[src/rtl/exp_pkg.sv]
// Shared constants for the sequential e^-x unit: table of e^-(2^(k-16)) in 0.32,
// FSM encoding and fixed-point geometry.
package exp_pkg;

    localparam int FRAC_W    = 16;
    localparam int LUT_DEPTH = 20;
    localparam int LUT_W     = 32;
    localparam int IDX_W     = 5;
    // Any input bit at or above this position means x >= 16: result flushes to zero.
    localparam int OVF_BIT   = FRAC_W + 4;

    typedef enum logic [1:0] {
        ST_IDLE = 2'd0,
        ST_ITER = 2'd1,
        ST_DONE = 2'd2
    } exp_state_e;

    localparam logic [IDX_W-1:0] K_TOP = IDX_W'(LUT_DEPTH - 1);

    // floor(2^32 * e^-(2^(k-16))), k = 0..19
    localparam logic [LUT_W-1:0] EXP_LUT [LUT_DEPTH] = '{
        32'hFFFF_0000, 32'hFFFE_0001, 32'hFFFC_0007, 32'hFFF8_001F,
        32'hFFF0_007F, 32'hFFE0_01FF, 32'hFFC0_07FF, 32'hFF80_1FFA,
        32'hFF00_7FD5, 32'hFE01_FEAB, 32'hFC07_F55F, 32'hF81F_AB54,
        32'hF07D_5FDE, 32'hE1EB_5127, 32'hC75F_7CF5, 32'h9B45_97E3,
        32'h5E2D_58D8, 32'h22A5_5547, 32'h04B0_556E, 32'h0015_FC21
    };

endpackage

[src/rtl/exp_lut_rom.sv]
// Combinational ROM returning e^-(2^(idx-16)) in 0.32 format.
module exp_lut_rom
    import exp_pkg::*;
(
    input  logic [IDX_W-1:0] idx,
    output logic [LUT_W-1:0] value
);

    // Table lookup; indices past the table read as zero.
    always_comb begin
        if (idx < IDX_W'(LUT_DEPTH)) begin
            value = EXP_LUT[idx];
        end else begin
            value = {LUT_W{1'b0}};
        end
    end

endmodule

[src/rtl/exp_seq_ctrl.sv]
// Bit-serial e^-x: multiplies table entries for each set bit of x, one bit per cycle
// through a single shared multiplier, and accumulates a saturating per-vector sum.
module exp_seq_ctrl
    import exp_pkg::*;
#(
    parameter int DATA_SIZE = 32,
    parameter int SUM_SIZE  = 40
) (
    input  logic                 clock_i,
    input  logic                 reset_n_i,
    input  logic [DATA_SIZE-1:0] in_data_i,
    input  logic                 in_valid_i,
    input  logic                 in_last_i,
    output logic                 in_ready_o,
    output logic [DATA_SIZE-1:0] exp_data_o,
    output logic                 exp_valid_o,
    input  logic                 exp_ready_i,
    output logic [SUM_SIZE-1:0]  sum_data_o,
    output logic                 sum_valid_o
);

    exp_state_e             state_r, state_s;
    logic [LUT_W-1:0]       acc_r, acc_s;
    logic [IDX_W-1:0]       k_r, k_s;
    logic                   empty_r, empty_s;
    logic [DATA_SIZE-1:0]   x_r, x_s;
    logic                   last_r, last_s;
    logic [LUT_W-1:0]       lut_s;
    logic [2*LUT_W-1:0]     prod_s;
    logic                   in_ready_r, exp_valid_r, sum_valid_r;
    logic [DATA_SIZE-1:0]   exp_data_r;
    logic [SUM_SIZE-1:0]    sum_r, sum_data_r, sum_sat_s;
    logic [SUM_SIZE:0]      sum_add_s;
    logic                   hs_s;

    exp_lut_rom u_lut (
        .idx   (k_r),
        .value (lut_s)
    );

    assign prod_s = {{LUT_W{1'b0}}, acc_r} * {{LUT_W{1'b0}}, lut_s};
    assign hs_s   = exp_valid_r & exp_ready_i;

    // Next-state and datapath update for the IDLE/ITER/DONE sequencer.
    always_comb begin
        state_s = state_r;
        acc_s   = acc_r;
        k_s     = k_r;
        empty_s = empty_r;
        x_s     = x_r;
        last_s  = last_r;
        case (state_r)
            ST_IDLE: begin
                if (in_valid_i && in_ready_r) begin
                    x_s     = in_data_i;
                    last_s  = in_last_i;
                    k_s     = K_TOP;
                    empty_s = 1'b1;
                    if (in_data_i == {DATA_SIZE{1'b0}}) begin
                        acc_s   = {LUT_W{1'b1}};
                        state_s = ST_DONE;
                    end else if (|in_data_i[DATA_SIZE-1:OVF_BIT]) begin
                        acc_s   = {LUT_W{1'b0}};
                        state_s = ST_DONE;
                    end else begin
                        acc_s   = {LUT_W{1'b0}};
                        state_s = ST_ITER;
                    end
                end else begin
                    state_s = ST_IDLE;
                end
            end
            ST_ITER: begin
                if (x_r[k_r]) begin
                    if (empty_r) begin
                        acc_s   = lut_s;
                        empty_s = 1'b0;
                    end else begin
                        acc_s = prod_s[2*LUT_W-1:LUT_W];
                    end
                end else begin
                    acc_s = acc_r;
                end
                if (k_r == {IDX_W{1'b0}}) begin
                    state_s = ST_DONE;
                end else begin
                    k_s = k_r - {{(IDX_W-1){1'b0}}, 1'b1};
                end
            end
            ST_DONE: begin
                if (hs_s) begin
                    state_s = ST_IDLE;
                end else begin
                    state_s = ST_DONE;
                end
            end
            default: begin
                state_s = ST_IDLE;
            end
        endcase
    end

    // Saturating add of the current result into the vector sum.
    always_comb begin
        sum_add_s = {1'b0, sum_r} + {{(SUM_SIZE+1-DATA_SIZE){1'b0}}, exp_data_r};
        if (sum_add_s[SUM_SIZE]) begin
            sum_sat_s = {SUM_SIZE{1'b1}};
        end else begin
            sum_sat_s = sum_add_s[SUM_SIZE-1:0];
        end
    end

    // Sequencer state and iteration registers.
    always_ff @(posedge clock_i or negedge reset_n_i) begin
        if (!reset_n_i) begin
            state_r <= ST_IDLE;
            acc_r   <= {LUT_W{1'b0}};
            k_r     <= {IDX_W{1'b0}};
            empty_r <= 1'b0;
            x_r     <= {DATA_SIZE{1'b0}};
            last_r  <= 1'b0;
        end else begin
            state_r <= state_s;
            acc_r   <= acc_s;
            k_r     <= k_s;
            empty_r <= empty_s;
            x_r     <= x_s;
            last_r  <= last_s;
        end
    end

    // Registered handshake outputs and the per-vector sum.
    always_ff @(posedge clock_i or negedge reset_n_i) begin
        if (!reset_n_i) begin
            in_ready_r  <= 1'b0;
            exp_valid_r <= 1'b0;
            exp_data_r  <= {DATA_SIZE{1'b0}};
            sum_r       <= {SUM_SIZE{1'b0}};
            sum_data_r  <= {SUM_SIZE{1'b0}};
            sum_valid_r <= 1'b0;
        end else begin
            in_ready_r <= (state_s == ST_IDLE);
            // Result is published one cycle after DONE is entered.
            if ((state_r == ST_DONE) && !exp_valid_r) begin
                exp_valid_r <= 1'b1;
                exp_data_r  <= DATA_SIZE'(acc_r);
            end else if (hs_s) begin
                exp_valid_r <= 1'b0;
            end
            sum_valid_r <= 1'b0;
            if (hs_s) begin
                if (last_r) begin
                    sum_data_r  <= sum_sat_s;
                    sum_valid_r <= 1'b1;
                    sum_r       <= {SUM_SIZE{1'b0}};
                end else begin
                    sum_r <= sum_sat_s;
                end
            end
        end
    end

    assign in_ready_o  = in_ready_r;
    assign exp_valid_o = exp_valid_r;
    assign exp_data_o  = exp_data_r;
    assign sum_valid_o = sum_valid_r;
    assign sum_data_o  = sum_data_r;

endmodule

[config.mk]
export PLATFORM = sky130hd
export DESIGN_NAME = exp_seq_ctrl
export DESIGN_NICKNAME = d
export VERILOG_FILES = /design/src/rtl/exp_pkg.sv /design/src/rtl/exp_lut_rom.sv /design/src/rtl/exp_seq_ctrl.sv
export SDC_FILE = /design/constraint.sdc
export NUM_CORES = 2
export LEC_CHECK = 0
export BUFFER_PORTS_ARGS = -buffer_cell sky130_fd_sc_hd__buf_4
export CAP_MARGIN = 20
export CORE_MARGIN = 3
export CORE_UTILIZATION = 41
export CTS_CLUSTER_DIAMETER = 120
export DETAILED_ROUTE_END_ITERATION = 8
export GPL_ROUTABILITY_DRIVEN = 0
export GPL_TIMING_DRIVEN = 0
export SLEW_MARGIN = 20
export SYNTH_ARGS = -nofsm -noshare
export SYNTH_HDL_FRONTEND = slang
export SYNTH_HIERARCHICAL = 1
export SYNTH_SLANG_ARGS = --single-unit
[constraint.sdc]
create_clock -name clock_i -period 10.2 [get_ports clock_i]
set_input_delay 2.04 -clock clock_i [delete_from_list [all_inputs] [get_ports clock_i]]
set_output_delay 2.04 -clock clock_i [all_outputs]
set_load 0.05 [all_outputs]
; Yosys cells after proc, flatten, opt, wreduce, memory -nomap -nowiden
; Memory sizes are Yosys's and may differ from the RTL's.
; Index checks and enable logic that the tools add are counted.
[word_totals]
reg_bits = 188
romBits = 1024
in_bits = 37
out_inout_bits = 75
wordCells = 68
memories = 1
[classes]
n_addsub = 2
mul = 1
magnitude_cmp = 3
eq_ne = 5
mux = 28
bitwise_logic = 2
n_reduce_logical = 14
[mem_list]
columns = memory, depth, word_bits, read_ports, rd_ports_with_merged_regs, write_ports, line_no
row1 = (name not given), 32, 32, 1, 0, 0, exp_lut_rom.sv:12  ; value = EXP_LUT[idx];
[op_table]
columns = cell, n
row1 = 32-bit two-way mux, 7
row2 = 40-bit two-way mux, 2
row3 = 32-bit by 32-bit multiplier with 64-bit output, 1
row4 = 32-bit one-hot mux with 2 select lines, 1
row5 = 40-bit by 32-bit adder with 41-bit output, 1
row6 = 32-bit logical NOT, 1
row7 = 12-bit OR reduction, 1
row8 = 2-bit two-way mux, 5
row9 = 5-bit two-way mux, 2
row10 = 5-bit one-hot mux with 2 select lines, 1
row11 = 1-bit two-way mux, 7
row12 = 6-bit greater-or-equal comparator (second input constant), 1
row13 = 5-bit by 6-bit < comparator with 1-bit output (second input constant), 1
row14 = 2-bit inequality test (second input constant), 3
row15 = 5-bit NOT with 6-bit output, 1
row16 = 2-bit one-hot mux with 3 select lines, 1
row17 = 3-bit AND reduction, 2
row18 = 1-bit binary-select mux with 5-bit select, 1
row19 = 5-bit logical NOT, 1
row20 = 5-bit < comparator (second input constant), 1
row21 = 5-bit by 1-bit subtractor with 5-bit output (second input constant), 1
row22 = 2-bit logical NOT, 2
row23 = 2-bit AND reduction, 2
row24 = 2-bit nonzero test, 2
row25 = 6 further kinds, 7

; Depth between registers and ports, before layout
[logic_depth]
word_depth = 9
mapped_depth = 33
ltp_nobuf = 30

; By module
; The synthesis kept the hierarchy.
[by_module_without_submodules]
columns = mod, instances, cells_per_inst, area_each_um2, seq_area_each_um2
row1 = exp_seq_ctrl, 1, 4630, 42406.9, 4704.5
row2 = exp_lut_rom, 1, 135, 893.4, 0.0

; Worst setup path before layout
; Ideal clock, no wire load.
[synth_path]
path_kind = flip-flop to flip-flop
start = register k_r[1]
end = register acc_r[25]
setup_time_ns = 0.126
arrival_time_ns = 8.371
t_required_ns = 10.074
slack_ns = 1.703
path_stages_with_launch = 30
path_buffers = 1
synth_period_minus_slack_ns = 8.497
path_cell_list = dfrtp_1 inv_1 ha_1 nand2b_1 nor2_1 or3_1 clkbuf_1 and2_1 fa_1 inv_1 fa_1 fa_1 fa_1 inv_1 fa_1 inv_1 fa_1 inv_1 fa_1 fa_1 ha_1 nand4_1 or3_1 a2111o_1 o2111ai_1 a21boi_1 o21ai_4 a22o_2 nor3_1 o32a_1
[synth_between]
elab_chain_len = 9
elab_cells_between_ends = 14
classes_between = mul: 1 / order compare: 1 / eq/ne: 1 / mux: 8 / bitwise: 1 / reduce/logical: 1 / memory: 1
[synth_rtl]
columns = element, line_no
row1 = "start, declared", exp_seq_ctrl.sv:24  ; logic [IDX_W-1:0] k_r, k_s;
row2 = "start signal, assigned", exp_seq_ctrl.sv:118  ; k_r <= {IDX_W{1'b0}};
row3 = "start signal, assigned", exp_seq_ctrl.sv:125  ; k_r <= k_s;
row4 = 5-bit NOT with 6-bit output (implied by the code), exp_lut_rom.sv:12
row5 = memory read 32 x 32 bit, --
row6 = 32-bit two-way mux (implied by the code) (2 in a row), exp_lut_rom.sv:12
row7 = 32-bit two-way mux *, exp_lut_rom.sv:11  ; if (idx < IDX_W'(LUT_DEPTH)) begin
row8 = via lut_s[2], exp_seq_ctrl.sv:28  ; logic [LUT_W-1:0] lut_s;
row9 = 32-bit by 32-bit multiplier with 64-bit output *, exp_seq_ctrl.sv:41  ; assign prod_s = {{LUT_W{1'b0}}, acc_r} * {{LUT_W{1'b0}}, lut_s};
row10 = 32-bit two-way mux *, exp_seq_ctrl.sv:75  ; if (empty_r) begin
row11 = 32-bit two-way mux *, exp_seq_ctrl.sv:74  ; if (x_r[k_r]) begin
row12 = 32-bit one-hot mux with 2 select lines *, exp_seq_ctrl.sv:52  ; case (state_r)
row13 = "end signal, assigned", exp_seq_ctrl.sv:117  ; acc_r <= {LUT_W{1'b0}};
row14 = "end signal, assigned", exp_seq_ctrl.sv:124  ; acc_r <= acc_s;
row15 = "end, declared", exp_seq_ctrl.sv:23  ; logic [LUT_W-1:0] acc_r, acc_s;
; Mark *: on every way through the listed nets, which the timed path passes. The rest lies on a longest branch. The select of a mux whose other input is x is not followed.
; A chain may end at the register's enable or synchronous reset.

; Worst setup path in the final report
[layout_path]
start = register k_r[3]
end = register acc_r[27]
; The elaborated chain is that of the path after synthesis.

==> reports/results.ini <==
[layout]
fillers = 10270
drive_gt1_frac = 0.06927
final_util = 0.4513
final_nets = 6146
syn2layout_area_growth_pct = 8.475

[logic_synthesis]
yosysSeqAreaShare = 0.1086
yosys_warnings = 6
synth_edf_count = 0
synth_nets = 6001
avgSynthCellArea_um2 = 9.087
synth_ff_type = dfrtp_1
ys_types = 84
syn_inst = 4765
synth.cell_area_um2 = 43300
ys_seq_elements = 188
async_flop_share = 1.000

[grt]
grt_pass1_wl_um = 230500
track_usage = 0.2863
gr-usage-met2 = 0.4366
antenna_found_initial = 11
grt_use_met1 = 0.3836
grt.busiest_layer = met2
met3_usage = 0.06565
grt_max_degree = 96
grt_pass1_vias = 35920
overflow = 0

[timing]
slew_viol_final = 0
worst_slack_ns = 0.1312
fmax_mhz = 99.32
hold_violations = 0
fin_crit_sh = 0.9871
worst_slew_pin_slew_ns = 1.213
fin_skew_ns = 0.01089
min_period_ns = 10.07
setup_viol_count_final = 0
relSlewSlack = 0.1911

[clock_network]
worst_skew_pair.late_latency_ns = 0.45
postCtsHoldBufs = 0
clk_pin_slew_ns = 0.07
cts.sinks = 188
cts_tree = yes
root_buffer = clkbuf_16
cts_max_level = 4
cts_buffers = 17
clk_path_buf_depth = 2

[floorplanning]
die-area_um2 = 109500
coreArea_um2 = 104100
die_x_um = 331.0
ios = 112
die_h_um = 331.0
start_util = 0.4160
rows = 118

[worst_setup_path]
r2r_slack_ns = 0.13
worstSetupEndpoint = acc_r[27]$_DFFE_PN0P_
timing.rr.start = k_r[3]$_DFFE_PN0P_
cpPeakStageDelay_ns = 0.64
cp_common_cell = fa_1
crit_required_ns = 10.53
path_class = flop to flop
critPathLaunchType = flop
arrival_ns = 10.40
startpoint = k_r[3]$_DFFE_PN0P_
worstSetupEndpointType = flop
r2r_end = acc_r[27]$_DFFE_PN0P_
crit_path_max_fanout = 10
cpMaxStageDelayCell = fa_2
reg2reg_depth = 31

[status]
outcome = finished, final reports clean

[route]
ant_nets = 0
wl_um = 154700
dr.pass1.iters = 6
drt-initial-drc-count = 3382
vias = 34820
wl_per_cell_um = 24.51
drc_errors = 0
vias_per_cell = 5.517

[placed_design]
pre_cts_slack_ns = -0.8573
hpwl_um = 128700
port-buffer-count = 111

[worst_hold_path]
min_path_type = flop to flop
hold_depth = 2

[flow_run]
cap_violations = 0

==> placed cells by master, fill, tap and decap left out, drive strengths merged, types with 20 or more instances in the layout <==
cell	synthesis	routed
o21ai	141	141
a21o	53	53
a211oi	20	20
a31oi	20	20
and2	596	596
nand3	27	27
nand4	24	24
inv	879	884
nand2	686	686
xnor2	22	22
clkbuf	245	258
buf	25	156
fa	896	896
mux2	34	34
nor2	127	127
a21oi	143	143
dfrtp	188	188
nor3	29	29
xor2	32	32
ha	303	303
==> kinds of logic after synthesis <==
family	Yosys count	synth area share
xor+xnor	54	0.01092
fa+ha+maj	1199	0.5018
mux	52	0.01589
flops	188	0.1086
simple gates	1599	0.1843
buf+inv	1151	0.1014
compound gates	522	0.07709
==> how the worst min path moves through the flow <==
stage | startpoint | end | slack, ns
global route | sum_data_o[7]$_DFFE_PN0P_ | sum_data_o[7]$_DFFE_PN0P_ | 0.50
CTS | x_r[10]$_DFFE_PN0P_ | x_r[10]$_DFFE_PN0P_ | 0.48
detailed placement | x_r[10]$_DFFE_PN0P_ | x_r[10]$_DFFE_PN0P_ | 0.46
global placement | x_r[30]$_DFFE_PN0P_ | x_r[30]$_DFFE_PN0P_ | 0.45
finish | x_r[10]$_DFFE_PN0P_ | x_r[10]$_DFFE_PN0P_ | 0.47
floorplan | x_r[10]$_DFFE_PN0P_ | x_r[10]$_DFFE_PN0P_ | 0.44
==> state kept, by name (all words and copies together), names as in the netlist, 2 cells and up <==
signal	count
state_r	2
sum_data_o	40
x_r	32
k_r	5
sum_r	40
acc_r	32
exp_data_o	32
==> cell type report <==
| cell class | count | area (um^2) | share of cell area |
|---|---|---|---|
| Clock buffer | 18 | 439.2 | 0.009350 |
| Clock inverter | 14 | 206.4 | 0.004395 |
| Tap cell | 1380 | 1727 | 0.03676 |
| Buffer | 270 | 1149 | 0.02445 |
| Inverter | 881 | 3311 | 0.07048 |
| Timing Repair Buffer | 126 | 997.2 | 0.02123 |
| Sequential cell | 188 | 4707 | 0.1002 |
| Antenna cell | 9 | 22.52 | 0.0004795 |
| Multi-Input combinational cell | 3426 | 34410 | 0.7326 |
==> synthesized netlist by cell type, drive strengths merged (7+ instances only) <==
| cell type | instances | area [um^2] |
|---|---|---|
| a211oi | 20 | 185.2 |
| and2 | 596 | 3729 |
| a21oi | 143 | 715.7 |
| nor3b | 8 | 65.06 |
| a221oi | 12 | 105.1 |
| o211ai | 9 | 67.56 |
| dfrtp | 188 | 4705 |
| mux4 | 10 | 225.2 |
| ha | 303 | 3791 |
| mux2 | 34 | 382.9 |
| fa | 896 | 17940 |
| nand2 | 686 | 2575 |
| or3 | 10 | 62.56 |
| mux2i | 8 | 80.08 |
| nor2b | 18 | 112.6 |
| nor3 | 29 | 155.2 |
| buf | 25 | 160.1 |
| nand2b | 18 | 112.6 |
| nand4 | 24 | 150.1 |
| o31ai | 8 | 60.06 |
| o21bai | 17 | 127.6 |
| nor2 | 127 | 489.2 |
| and3 | 13 | 81.33 |
| nor4 | 16 | 100.1 |
| clkbuf | 245 | 922.1 |
| o21a | 11 | 82.58 |
| xnor2 | 22 | 192.7 |
| a21o | 53 | 397.9 |
| a31oi | 20 | 125.1 |
| xor2 | 32 | 280.3 |
| a311oi | 7 | 61.31 |
| inv | 879 | 3299 |
| o22ai | 16 | 100.1 |
| a31o | 7 | 61.31 |
| o21ai | 141 | 716.9 |
| nand3 | 27 | 135.1 |
==> through the flow <==
stage	setup TNS [ns]	cell area (um^2)	hold WS, ns	cells
global route	-0.03598	46950	0.5029	6303
detailed placement	-15.76	45980	0.4604	6262
global placement	-33.77	45860	0.4531	6256
finish	0	46970	0.4745	6312
CTS	0	46740	0.4783	6294
floorplan	0	43300	0.4403	4765
==> critical path: cells and delay by family, from the launching register on <==
family                   cells  cell delay, ns
buffers and inverters       10            1.87
flip-flops                   1            0.56
AND/OR/NAND/NOR              5            1.41
AO/OA/AOI/OAI                7            1.85
adder cells (fa/ha/maj)      9            4.23
==> routing by layer <==
layer / wire length, um / vias up
met5: 25 / -
met4: 10090 / 4
met3: 15160 / 398
met2: 67680 / 1701
met1: 61740 / 17850
li1: - / 14870
==> what timing repair did <==
item	4_1_cts	5_1_grt
resized for setup	44	75
pin swaps	0	3
setup endpoints to repair	30	28
setup buffers	0	9
Power is left out: the tool's default activity adds up to more than one toggle a clock period on the data nets, which glitch-free logic cannot reach.
